### config.mk
export PLATFORM = sky130hd
export DESIGN_NAME = pipe_hazard_ctrl_flat
export DESIGN_NICKNAME = d
export VERILOG_FILES = /design/src/rtl/pipe_hazard_ctrl_if.sv /design/src/rtl/pipe_hazard_ctrl.sv /design/src/flat_wrapper.sv
export SDC_FILE = /design/constraint.sdc
export NUM_CORES = 1
export LEC_CHECK = 0
export CORE_MARGIN = 5
export CORE_UTILIZATION = 50
export CTS_CLUSTER_SIZE = 20
export DETAILED_ROUTE_END_ITERATION = 12
export GPL_TIMING_DRIVEN = 1
export PLACE_DENSITY = 0.76
export SKIP_LAST_GASP = 1
export SYNTH_ARGS = -nofsm -noshare
export SYNTH_HDL_FRONTEND = slang
export SYNTH_SLANG_ARGS = --single-unit
### constraint.sdc
create_clock -name clk -period 6.3 [get_ports clk]
set_input_delay 1.89 -clock clk [delete_from_list [all_inputs] [get_ports clk]]
set_output_delay 1.89 -clock clk [all_outputs]
set_load 0.02 [all_outputs]
### src/rtl/pipe_hazard_ctrl_if.sv
// Pipeline hazard control bundle: decode/writeback/memory status in, per-register stall/flush out.
// The core side uses the master modport, the hazard controller the slave modport.
interface pipe_hazard_ctrl_if #(
    parameter int NSTAGE = 5,
    parameter int RAW    = 5
);
    logic              imem_wait;
    logic              dmem_wait;
    logic              redirect;
    logic              csr_inflight;
    logic              id_valid;
    logic              id_csr;
    logic [RAW-1:0]    id_rs1;
    logic [RAW-1:0]    id_rs2;
    logic              id_use1;
    logic              id_use2;
    logic [RAW-1:0]    id_rd;
    logic              id_wen;
    logic              id_late;
    logic              wb_valid;
    logic [RAW-1:0]    wb_rd;
    logic              wb_late;
    logic [NSTAGE-1:0] stall;
    logic [NSTAGE-1:0] flush;
    logic              issue;
    logic              redirect_take;

    modport master (
        output imem_wait, dmem_wait, redirect, csr_inflight,
        output id_valid, id_csr, id_rs1, id_rs2, id_use1, id_use2,
        output id_rd, id_wen, id_late, wb_valid, wb_rd, wb_late,
        input  stall, flush, issue, redirect_take
    );

    modport slave (
        input  imem_wait, dmem_wait, redirect, csr_inflight,
        input  id_valid, id_csr, id_rs1, id_rs2, id_use1, id_use2,
        input  id_rd, id_wen, id_late, wb_valid, wb_rd, wb_late,
        output stall, flush, issue, redirect_take
    );
endinterface

### src/rtl/pipe_hazard_ctrl.sv
// Stall/flush controller for an in-order NSTAGE pipeline with a late-writer scoreboard,
// CSR serialisation and sticky redirect. Optional PIPE_HAZARD_PERF_EN adds saturating event counters.
module pipe_hazard_ctrl #(
    parameter int NSTAGE  = 5,
    parameter int DEC_IDX = 2,
    parameter int NREG    = 32,
    parameter int RAW     = 5
) (
    input  logic                clk,
    input  logic                reset,
    pipe_hazard_ctrl_if.slave   hz
`ifdef PIPE_HAZARD_PERF_EN
    ,
    output logic [31:0]         perf_raw,
    output logic [31:0]         perf_redir,
    output logic [31:0]         perf_mem
`endif
);

    typedef enum logic [2:0] {
        PRI_RST   = 3'd0,
        PRI_IDLE  = 3'd1,
        PRI_MEM   = 3'd2,
        PRI_REDIR = 3'd3,
        PRI_HAZ   = 3'd4,
        PRI_IFW   = 3'd5
    } pri_e;

    localparam logic [NSTAGE-1:0] MASK_PC   = {{(NSTAGE-1){1'b0}}, 1'b1};
    localparam logic [NSTAGE-1:0] MASK_IFID = {{(NSTAGE-2){1'b0}}, 2'b10};

    // One-hot of a register index; x0 is never tracked so its bit is forced low.
    function automatic logic [NREG-1:0] reg_onehot(input logic [RAW-1:0] idx);
        logic [NREG-1:0] v;
        v      = {NREG{1'b0}};
        v[idx] = 1'b1;
        v[0]   = 1'b0;
        return v;
    endfunction

    logic [NREG-1:0]   busy_r;
    logic [NREG-1:0]   busy_nxt_s;
    logic [NREG-1:0]   busy_eff_s;
    logic [NREG-1:0]   clr_vec_s;
    logic [NREG-1:0]   set_vec_s;
    logic              redir_pend_r;
    logic              redir_pend_nxt_s;
    logic              hazard_s;
    logic              pend_ovr_s;
    pri_e              pri_s;
    logic [NSTAGE-1:0] stall_base_s;
    logic [NSTAGE-1:0] flush_base_s;
    logic [NSTAGE-1:0] stall_s;
    logic [NSTAGE-1:0] flush_s;
    logic              issue_s;
    logic              take_s;

    // Writeback clear is visible to decode in the same cycle, so a retiring load never costs a stall.
    always_comb begin
        clr_vec_s = {NREG{1'b0}};
        if (hz.wb_valid && hz.wb_late) begin
            clr_vec_s = reg_onehot(hz.wb_rd);
        end else begin
            clr_vec_s = {NREG{1'b0}};
        end
        busy_eff_s = busy_r & ~clr_vec_s;
    end

    // Hazard detection: RAW on either source, WAW against an in-flight late writer, CSR serialisation.
    always_comb begin
        hazard_s = hz.id_valid &
                   ((hz.id_use1 & busy_eff_s[hz.id_rs1]) |
                    (hz.id_use2 & busy_eff_s[hz.id_rs2]) |
                    (hz.id_wen & hz.id_late & busy_eff_s[hz.id_rd]) |
                    (hz.id_csr & hz.csr_inflight));
    end

    // Priority select; reset forces every output low regardless of inputs.
    always_comb begin
        pri_s = PRI_IDLE;
        if (!reset) begin
            pri_s = PRI_RST;
        end else if (hz.dmem_wait) begin
            pri_s = PRI_MEM;
        end else if (hz.redirect) begin
            pri_s = PRI_REDIR;
        end else if (hazard_s) begin
            pri_s = PRI_HAZ;
        end else if (hz.imem_wait) begin
            pri_s = PRI_IFW;
        end else begin
            pri_s = PRI_IDLE;
        end
    end

    // Base stall/flush/issue pattern for the selected priority case.
    always_comb begin
        stall_base_s = {NSTAGE{1'b0}};
        flush_base_s = {NSTAGE{1'b0}};
        issue_s      = 1'b0;
        take_s       = 1'b0;
        case (pri_s)
            PRI_RST: begin
                issue_s = 1'b0;
            end
            PRI_MEM: begin
                stall_base_s = {NSTAGE{1'b1}};
            end
            PRI_REDIR: begin
                take_s = 1'b1;
                for (int k = 1; k <= DEC_IDX; k++) begin
                    flush_base_s[k] = 1'b1;
                end
            end
            PRI_HAZ: begin
                for (int k = 0; k < DEC_IDX; k++) begin
                    stall_base_s[k] = 1'b1;
                end
                flush_base_s[DEC_IDX] = 1'b1;
            end
            PRI_IFW: begin
                stall_base_s = MASK_PC;
                flush_base_s = MASK_IFID;
                issue_s      = hz.id_valid;
            end
            PRI_IDLE: begin
                issue_s = hz.id_valid;
            end
            default: begin
                stall_base_s = {NSTAGE{1'b0}};
                flush_base_s = {NSTAGE{1'b0}};
                issue_s      = 1'b0;
                take_s       = 1'b0;
            end
        endcase
    end

    // A pending redirect keeps the pc held and drops whatever lands in IF/ID; IF/ID is never held then,
    // so stall and flush stay exclusive.
    assign pend_ovr_s = redir_pend_r & ((pri_s == PRI_HAZ) | (pri_s == PRI_IFW) | (pri_s == PRI_IDLE));
    assign stall_s    = pend_ovr_s ? ((stall_base_s & ~MASK_IFID) | MASK_PC) : stall_base_s;
    assign flush_s    = pend_ovr_s ? (flush_base_s | MASK_IFID) : flush_base_s;

    assign hz.stall         = stall_s;
    assign hz.flush         = flush_s;
    assign hz.issue         = issue_s;
    assign hz.redirect_take = take_s;

    // Scoreboard next state: set wins over a same-cycle clear of the same register.
    always_comb begin
        set_vec_s = {NREG{1'b0}};
        if (issue_s && hz.id_wen && hz.id_late) begin
            set_vec_s = reg_onehot(hz.id_rd);
        end else begin
            set_vec_s = {NREG{1'b0}};
        end
        busy_nxt_s       = busy_eff_s | set_vec_s;
        redir_pend_nxt_s = hz.imem_wait & (redir_pend_r | take_s);
    end

    // Scoreboard and redirect-pending registers.
    always_ff @(posedge clk or negedge reset) begin
        if (!reset) begin
            busy_r       <= {NREG{1'b0}};
            redir_pend_r <= 1'b0;
        end else begin
            busy_r       <= busy_nxt_s;
            redir_pend_r <= redir_pend_nxt_s;
        end
    end

`ifdef PIPE_HAZARD_PERF_EN
    logic [31:0] perf_raw_r;
    logic [31:0] perf_redir_r;
    logic [31:0] perf_mem_r;

    // Saturating cycle counters for hazard, redirect and memory-wait priority cases.
    always_ff @(posedge clk or negedge reset) begin
        if (!reset) begin
            perf_raw_r   <= 32'd0;
            perf_redir_r <= 32'd0;
            perf_mem_r   <= 32'd0;
        end else begin
            if ((pri_s == PRI_HAZ) && (perf_raw_r != 32'hFFFF_FFFF)) begin
                perf_raw_r <= perf_raw_r + 32'd1;
            end else begin
                perf_raw_r <= perf_raw_r;
            end
            if ((pri_s == PRI_REDIR) && (perf_redir_r != 32'hFFFF_FFFF)) begin
                perf_redir_r <= perf_redir_r + 32'd1;
            end else begin
                perf_redir_r <= perf_redir_r;
            end
            if ((pri_s == PRI_MEM) && (perf_mem_r != 32'hFFFF_FFFF)) begin
                perf_mem_r <= perf_mem_r + 32'd1;
            end else begin
                perf_mem_r <= perf_mem_r;
            end
        end
    end

    assign perf_raw   = perf_raw_r;
    assign perf_redir = perf_redir_r;
    assign perf_mem   = perf_mem_r;
`endif

endmodule

### src/flat_wrapper.sv
// flat-port wrapper written by rule: the top's interface ports become plain ports
module pipe_hazard_ctrl_flat 
#(
    parameter int NSTAGE  = 5,
    parameter int DEC_IDX = 2,
    parameter int NREG    = 32,
    parameter int RAW     = 5
)
  (clk, reset, hz_imem_wait, hz_dmem_wait, hz_redirect, hz_csr_inflight, hz_id_valid, hz_id_csr, hz_id_rs1, hz_id_rs2, hz_id_use1, hz_id_use2, hz_id_rd, hz_id_wen, hz_id_late, hz_wb_valid, hz_wb_rd, hz_wb_late, hz_stall, hz_flush, hz_issue, hz_redirect_take);
  pipe_hazard_ctrl_if #(.NSTAGE(NSTAGE), .RAW(RAW)) hz_i ();
  input  logic clk;
  input  logic reset;
  input wire logic [$bits(hz_i.imem_wait)-1:0] hz_imem_wait;
  input wire logic [$bits(hz_i.dmem_wait)-1:0] hz_dmem_wait;
  input wire logic [$bits(hz_i.redirect)-1:0] hz_redirect;
  input wire logic [$bits(hz_i.csr_inflight)-1:0] hz_csr_inflight;
  input wire logic [$bits(hz_i.id_valid)-1:0] hz_id_valid;
  input wire logic [$bits(hz_i.id_csr)-1:0] hz_id_csr;
  input wire logic [$bits(hz_i.id_rs1)-1:0] hz_id_rs1;
  input wire logic [$bits(hz_i.id_rs2)-1:0] hz_id_rs2;
  input wire logic [$bits(hz_i.id_use1)-1:0] hz_id_use1;
  input wire logic [$bits(hz_i.id_use2)-1:0] hz_id_use2;
  input wire logic [$bits(hz_i.id_rd)-1:0] hz_id_rd;
  input wire logic [$bits(hz_i.id_wen)-1:0] hz_id_wen;
  input wire logic [$bits(hz_i.id_late)-1:0] hz_id_late;
  input wire logic [$bits(hz_i.wb_valid)-1:0] hz_wb_valid;
  input wire logic [$bits(hz_i.wb_rd)-1:0] hz_wb_rd;
  input wire logic [$bits(hz_i.wb_late)-1:0] hz_wb_late;
  output wire logic [$bits(hz_i.stall)-1:0] hz_stall;
  output wire logic [$bits(hz_i.flush)-1:0] hz_flush;
  output wire logic [$bits(hz_i.issue)-1:0] hz_issue;
  output wire logic [$bits(hz_i.redirect_take)-1:0] hz_redirect_take;
  assign hz_i.imem_wait = hz_imem_wait;
  assign hz_i.dmem_wait = hz_dmem_wait;
  assign hz_i.redirect = hz_redirect;
  assign hz_i.csr_inflight = hz_csr_inflight;
  assign hz_i.id_valid = hz_id_valid;
  assign hz_i.id_csr = hz_id_csr;
  assign hz_i.id_rs1 = hz_id_rs1;
  assign hz_i.id_rs2 = hz_id_rs2;
  assign hz_i.id_use1 = hz_id_use1;
  assign hz_i.id_use2 = hz_id_use2;
  assign hz_i.id_rd = hz_id_rd;
  assign hz_i.id_wen = hz_id_wen;
  assign hz_i.id_late = hz_id_late;
  assign hz_i.wb_valid = hz_wb_valid;
  assign hz_i.wb_rd = hz_wb_rd;
  assign hz_i.wb_late = hz_wb_late;
  assign hz_stall = hz_i.stall;
  assign hz_flush = hz_i.flush;
  assign hz_issue = hz_i.issue;
  assign hz_redirect_take = hz_i.redirect_take;
  pipe_hazard_ctrl #(.NSTAGE(NSTAGE), .DEC_IDX(DEC_IDX), .NREG(NREG), .RAW(RAW)) u_core (.clk(clk), .reset(reset), .hz(hz_i));
endmodule
# Yosys cells after proc, flatten, opt, wreduce, memory -nomap -nowiden
# Cells that the tools add are included.
dict set report word_totals {
  register_bits 33
  input_bits 34
  output_inout_bits 12
  wordCells 64
}
dict set report op_classes {
  magnitude_cmp 6
  eq_ne 5
  mux 25
  bitwise 17
  n_reduce_logical 9
}
# operator n
set op_table {}
lappend op_table {{two-way mux 32 bit} 2}
lappend op_table {{bitwise AND 32 bit} 1}
lappend op_table {{inverter 32 bit} 1}
lappend op_table {{bitwise OR 32 bit} 1}
lappend op_table {{< comparator 5 x 6 -> 1 bit (second input constant)} 4}
lappend op_table {{two-way mux 3 bit} 6}
lappend op_table {{binary-select mux 1 bit (select 5 bit)} 3}
lappend op_table {{demux 1 bit (select 5 bit)} 2}
lappend op_table {{greater-or-equal comparator 5 x 1 -> 1 bit (second input constant)} 2}
lappend op_table {{two-way mux 1 bit} 9}
lappend op_table {{bitwise AND 1 bit} 8}
lappend op_table {{OR reduction 2 bit} 4}
lappend op_table {{equality test 3 x 2 -> 1 bit (second input constant)} 2}
lappend op_table {{equality test 3 bit (second input constant)} 2}
lappend op_table {{bitwise OR 1 bit} 6}
lappend op_table {{logical AND 1 bit} 5}
lappend op_table {{two-way mux 2 bit} 2}
lappend op_table {{one-hot mux 2 bit (2 select lines)} 1}
lappend op_table {{equality test 3 x 1 -> 1 bit (second input constant)} 1}

# Logic depth before layout (Yosys ltp)
dict set report depth {
  ltp_word 25
  mapped_depth 10
  mapped_depth_nobuf 8
}

# Worst setup path before layout
# Ideal clock, no wire load.
dict set report synth_path {
  kind {input -> output}
  start {input hz_wb_rd[1]}
  end {output hz_flush[1]}
  arrival_time_ps 4070
  required_ps 4410
  setup_slack_ps 340
  cell_stages 9
  n_path_buf 1
  path_cell_list {nand4b_2 -> o21ai_2 -> mux2i_1 -> or3_1 -> a41o_1 -> a41oi_2 -> nand3_4 -> buf_6 -> a31oi_1}
}
dict set report synth_via {
  elab_chain_cells 23
  elab_cells_between_ends 35
  cone_classes {order compare (2); eq/ne (4); mux (15); bitwise (12); reduce/logical (2)}
}
# element line
set synth_rtl {}
lappend synth_rtl {{start: declaration} flat_wrapper.sv:27} ;# input wire logic [$bits(hz_i.wb_rd)-1:0] hz_wb_rd;
lappend synth_rtl {{< comparator 5 x 6 -> 1 bit (implied by the code) / greater-or-equal comparator 5 x 1 -> 1 bit (equally long branches)} pipe_hazard_ctrl.sv:36} ;# v[idx] = 1'b1;
lappend synth_rtl {{logical AND 1 bit (implied by the code)} pipe_hazard_ctrl.sv:36}
lappend synth_rtl {{two-way mux 1 bit (implied by the code)} pipe_hazard_ctrl.sv:36}
lappend synth_rtl {{demux 1 bit (select 5 bit) *} n/a}
lappend synth_rtl {{two-way mux 32 bit *} pipe_hazard_ctrl.sv:61} ;# if (hz.wb_valid && hz.wb_late) begin
lappend synth_rtl {{inverter 32 bit *} pipe_hazard_ctrl.sv:66} ;# busy_eff_s = busy_r & ~clr_vec_s;
lappend synth_rtl {{bitwise AND 32 bit *} pipe_hazard_ctrl.sv:66}
lappend synth_rtl {{binary-select mux 1 bit (select 5 bit) (on tied branches)} {pipe_hazard_ctrl.sv:72, pipe_hazard_ctrl.sv:73}}
lappend synth_rtl {{[6 not listed]} n/a}
lappend synth_rtl {{two-way mux 3 bit *} pipe_hazard_ctrl.sv:87} ;# end else if (hazard_s) begin
lappend synth_rtl {{two-way mux 3 bit *} pipe_hazard_ctrl.sv:85} ;# end else if (hz.redirect) begin
lappend synth_rtl {{two-way mux 3 bit *} pipe_hazard_ctrl.sv:83} ;# end else if (hz.dmem_wait) begin
lappend synth_rtl {{two-way mux 3 bit *} pipe_hazard_ctrl.sv:81} ;# if (!reset) begin
lappend synth_rtl {{equality test 3 bit (on tied branches)} {pipe_hazard_ctrl.sv:140, pipe_hazard_ctrl.sv:102}}
lappend synth_rtl {{bitwise OR 1 bit (2 in series)} pipe_hazard_ctrl.sv:140} ;# assign pend_ovr_s = redir_pend_r & ((pri_s == PRI_HAZ) | (pri_s == PRI_IFW) | (pri_s == PRI_IDLE));
lappend synth_rtl {{bitwise AND 1 bit} pipe_hazard_ctrl.sv:140}
lappend synth_rtl {{two-way mux 2 bit *} pipe_hazard_ctrl.sv:142} ;# assign flush_s = pend_ovr_s ? (flush_base_s | MASK_IFID) : flush_base_s;
lappend synth_rtl {{end: declaration} flat_wrapper.sv:30} ;# output wire logic [$bits(hz_i.flush)-1:0] hz_flush;
# Every way passes the cells marked *; elsewhere a longest branch is shown, timed or not. The select of a mux whose other input is x is not followed.

# Worst setup path in the final report
dict set report layout_path {
  start {input hz_wb_late}
  end {output hz_stall[0]}
}
dict set report layout_via {
  elab_chain_cells 20
  elab_cells_between_ends 31
  cone_classes {eq/ne (4); mux (13); bitwise (12); reduce/logical (2)}
}
# element line
set layout_rtl {}
lappend layout_rtl {{start: declaration} flat_wrapper.sv:28} ;# input wire logic [$bits(hz_i.wb_late)-1:0] hz_wb_late;
lappend layout_rtl {{logical AND 1 bit *} pipe_hazard_ctrl.sv:61}
lappend layout_rtl {{two-way mux 32 bit *} pipe_hazard_ctrl.sv:61}
lappend layout_rtl {{inverter 32 bit *} pipe_hazard_ctrl.sv:66}
lappend layout_rtl {{bitwise AND 32 bit *} pipe_hazard_ctrl.sv:66}
lappend layout_rtl {{binary-select mux 1 bit (select 5 bit) (on tied branches)} {pipe_hazard_ctrl.sv:72, pipe_hazard_ctrl.sv:73}}
lappend layout_rtl {{two-way mux 1 bit (on tied branches)} {pipe_hazard_ctrl.sv:72, pipe_hazard_ctrl.sv:73}}
lappend layout_rtl {{bitwise AND 1 bit (on tied branches)} {pipe_hazard_ctrl.sv:72, pipe_hazard_ctrl.sv:73}}
lappend layout_rtl {{bitwise OR 1 bit} pipe_hazard_ctrl.sv:72} ;# ((hz.id_use1 & busy_eff_s[hz.id_rs1]) |
lappend layout_rtl {{[3 not listed]} n/a}
lappend layout_rtl {{two-way mux 3 bit *} pipe_hazard_ctrl.sv:87}
lappend layout_rtl {{two-way mux 3 bit *} pipe_hazard_ctrl.sv:85}
lappend layout_rtl {{two-way mux 3 bit *} pipe_hazard_ctrl.sv:83}
lappend layout_rtl {{two-way mux 3 bit *} pipe_hazard_ctrl.sv:81}
lappend layout_rtl {{equality test 3 bit} {pipe_hazard_ctrl.sv:102, pipe_hazard_ctrl.sv:140}}
lappend layout_rtl {{bitwise OR 1 bit (2 in series)} pipe_hazard_ctrl.sv:140}
lappend layout_rtl {{bitwise AND 1 bit} pipe_hazard_ctrl.sv:140}
lappend layout_rtl {{two-way mux 2 bit *} pipe_hazard_ctrl.sv:141} ;# assign stall_s = pend_ovr_s ? ((stall_base_s & ~MASK_IFID) | MASK_PC) : stall_base_s;
lappend layout_rtl {{end: declaration} flat_wrapper.sv:29} ;# output wire logic [$bits(hz_i.stall)-1:0] hz_stall;
# Marked as above.

==> results.yml <==
floorplan:
  core_region_area_um2: 5070
  start_util: 0.511
  ios: 46
  dieArea_um2: 6720
  num_rows: 26
  die_width_um: 82.0
  die_h_um: 82.0
hold_path:
  holdPathEnd: "u_core.busy_r[16]$_DFF_PN0_"
  hp-class: "flip-flop to flip-flop"
  hold_depth: 2
  min_from: "u_core.busy_r[16]$_DFF_PN0_"
detailed_routing:
  viasPerCell: 6.86
  wl_per_cell_um: 22.1
  first_pass_iters: 6
  finalWirelength_mm: 11.3
  dr_total_vias: 3527
  antenna_left: 0
  drt_iter0_drc: 285
  drc: 0
logic_synthesis:
  synth.area.top_cells: "dfrtp_1 (31%), o31ai_1 (8.1%), o21ai_1 (4.6%)"
  ys_seq_area_frac: 0.309
  yosys_most_used_dff: "dfrtp_1"
  synth_area_um2: 2590
  synthTopCellsByCount: "dfrtp_1 (32), o31ai_1 (28), o21ai_1 (24)"
  synth_edf_count: 0
  synth_top_cell_area_share: 0.309
  yosys_warnings: 0
  avgSynthCellArea_um2: 8.70
  yosysUniqueCellTypes: 55
  yosysTopAreaCell: "dfrtp_1"
  syn_inst: 298
  async_flop_share: 1.00
  synthMostInstantiatedCell: "dfrtp_1"
  ys_seq_elements: 32
finish:
  area_growth_pct: 58.4
  final_nets: 477
  fillers: 334
  layout-drive-gt1-share: 0.394
  final_core_util: 0.809
  n_antenna_cell: 0
timing:
  finalCriticalPeriod_ps: 6250
  finalSetupViolations: 0
  fmax_mhz: 160
  fin_crit_sh: 0.992
  maxSlewViolCount: 0
  finalHoldViolCount: 0
  skew_ps: 3.66
setup_path:
  reg2reg_to: "u_core.busy_r[1]$_DFF_PN0_"
  timing.critical_path.arrival_ps: 4360
  reg2reg_from: "u_core.busy_r[21]$_DFF_PN0_"
  critPathLaunch: "hz_wb_late"
  end_kind: "primary output"
  crit_required_ps: 4410
  crit_type: "primary input to primary output"
  critPathMaxFanout: 7
  r2r_cells: 10
  reg2reg_slack_ps: 3750
  worstSetupStartpointType: "primary input"
cts:
  cts_hold_buf: 0
  cts_num_sinks: 32
  cts.clk_slew.worst_paths_ps: 70
  cts_tree: "built"
  clk_path_buf_depth: 2
  h-tree-depth: 2
  cts_root_buffer: "clkbuf_8"
  cts_buffers: 5
  insertion_delay_ps: 290
grt:
  grt.overflow.total: 0
  grt_usage: 0.342
  grt_pass1_wl_mm: 17.2
  grt_pass1_vias: 3356
  antenna_found_initial: 0
  grt_max_degree: 33
placed_design:
  hpwl_mm: 8.22
  port_buffers: 42
  gp_congestion: 0.998
outcome:
  outcome: "finished clean"
power_and_ir_drop:
  fin_total_pwr_mw: 0.560
  p_per_area_nw_per_um2: 136
  p_leak_nw: 1.67
  ir_drop_mv: 0.180
job:
  drv_cap: 0
-- cells by family (layout without fill, tap and decap cells) --
kind of cell | count (synthesis) | after routing | synth area share
compound gates | 123 | 123 | 0.335
simple gates | 107 | 107 | 0.239
flops | 32 | 32 | 0.309
buf+inv | 24 | 168 | 0.0483
mux | 11 | 11 | 0.0676
other cells | 1 | 3 | 0.00145
-- final cells by class --
class | count | area, µm² | share of cell area
clock buffer | 6 | 82.6 | 0.0201
clock inverter | 2 | 10.0 | 0.00244
inverter | 5 | 18.8 | 0.00457
multi-input combinational | 244 | 1860 | 0.453
sequential | 32 | 801 | 0.195
tap | 70 | 87.6 | 0.0213
timing repair buffer | 155 | 1250 | 0.304
-- sequential cells by signal (all words and copies together) (netlist names) --
signal,flops
u_core.busy_r,31
u_core.redir_pend_r,1
-- worst max-delay path, cell delays in order --
cell,delay (ps)
dlygate4sd2_1,300
nand4b_1,140
buf_4,220
o21ai_2,160
buf_4,150
nor2_1,60
nor4b_2,310
nor4_2,110
a221oi_4,320
nand3_4,150
a311o_1,390
buf_6,140
-- worst max-delay path by stage --
stage	end	slack, ps
after floorplan	hz_flush[1]	340
after global placement	hz_stall[0]	-740
after detailed placement	hz_stall[0]	-860
after CTS	hz_stall[0]	30
after global routing	hz_stall[0]	-40
final	hz_stall[0]	50
-- what timing repair did --
action,4_1_cts,5_1_grt
setup endpoints to repair,5,5
pin swaps,11,10
gates resized for setup,59,25
setup buffers,5,4
cloned,0,0
-- per-layer routing --
layer | part of all wire | GRT usage | up-vias
li1 | - | - | 1486
met1 | 0.38 | 0.439 | 1674
met2 | 0.48 | 0.596 | 308
met3 | 0.11 | 0.0548 | 59
met4 | 0.033 | 0.0914 | 0
met5 | 0 | 0 | -
-- stage by stage --
step	instance area [µm²]	std cells	TNS, ps	setup WS (ps)	hold WS [ps]
floorplan	2600	300	0	340	481
global placement	3780	497	-3410	-743	535
detailed placement	3780	497	-4030	-865	542
CTS	4020	510	0	27.6	527
global route	4110	514	-35.1	-35.1	557
finish	4110	514	0	53.1	551
-- layout by cell type, fill, tap and decap left out, types with 3 or more instances in the layout --
master,instances
inv_1,5
o21ai_0,11
buf_4,112
o21ai_1,15
o22ai_1,4
or3b_4,3
conb_1,3
o21ai_4,3
clkbuf_2,4
a221oi_1,3
buf_6,3
nand3_1,12
mux4_2,5
o2111ai_1,6
nor2b_1,11
o21ai_2,13
nand2b_1,5
nor2_1,16
clkbuf_8,6
dfrtp_1,32
nand2_1,21
o211ai_1,15
nand4_1,5
and2_1,5
clkdlybuf4s50_1,29
mux2i_1,4
a31oi_1,3
o31ai_1,28
nand3b_1,5
-- report_power, final --
part           switching [mW]  total [mW]  internal, mW
clock network          0.0788       0.166        0.0871
registers             0.00193       0.211         0.209
logic                  0.0991       0.183        0.0843
total                   0.180       0.560         0.380
Note: power is estimated with default switching activity, not from simulation.
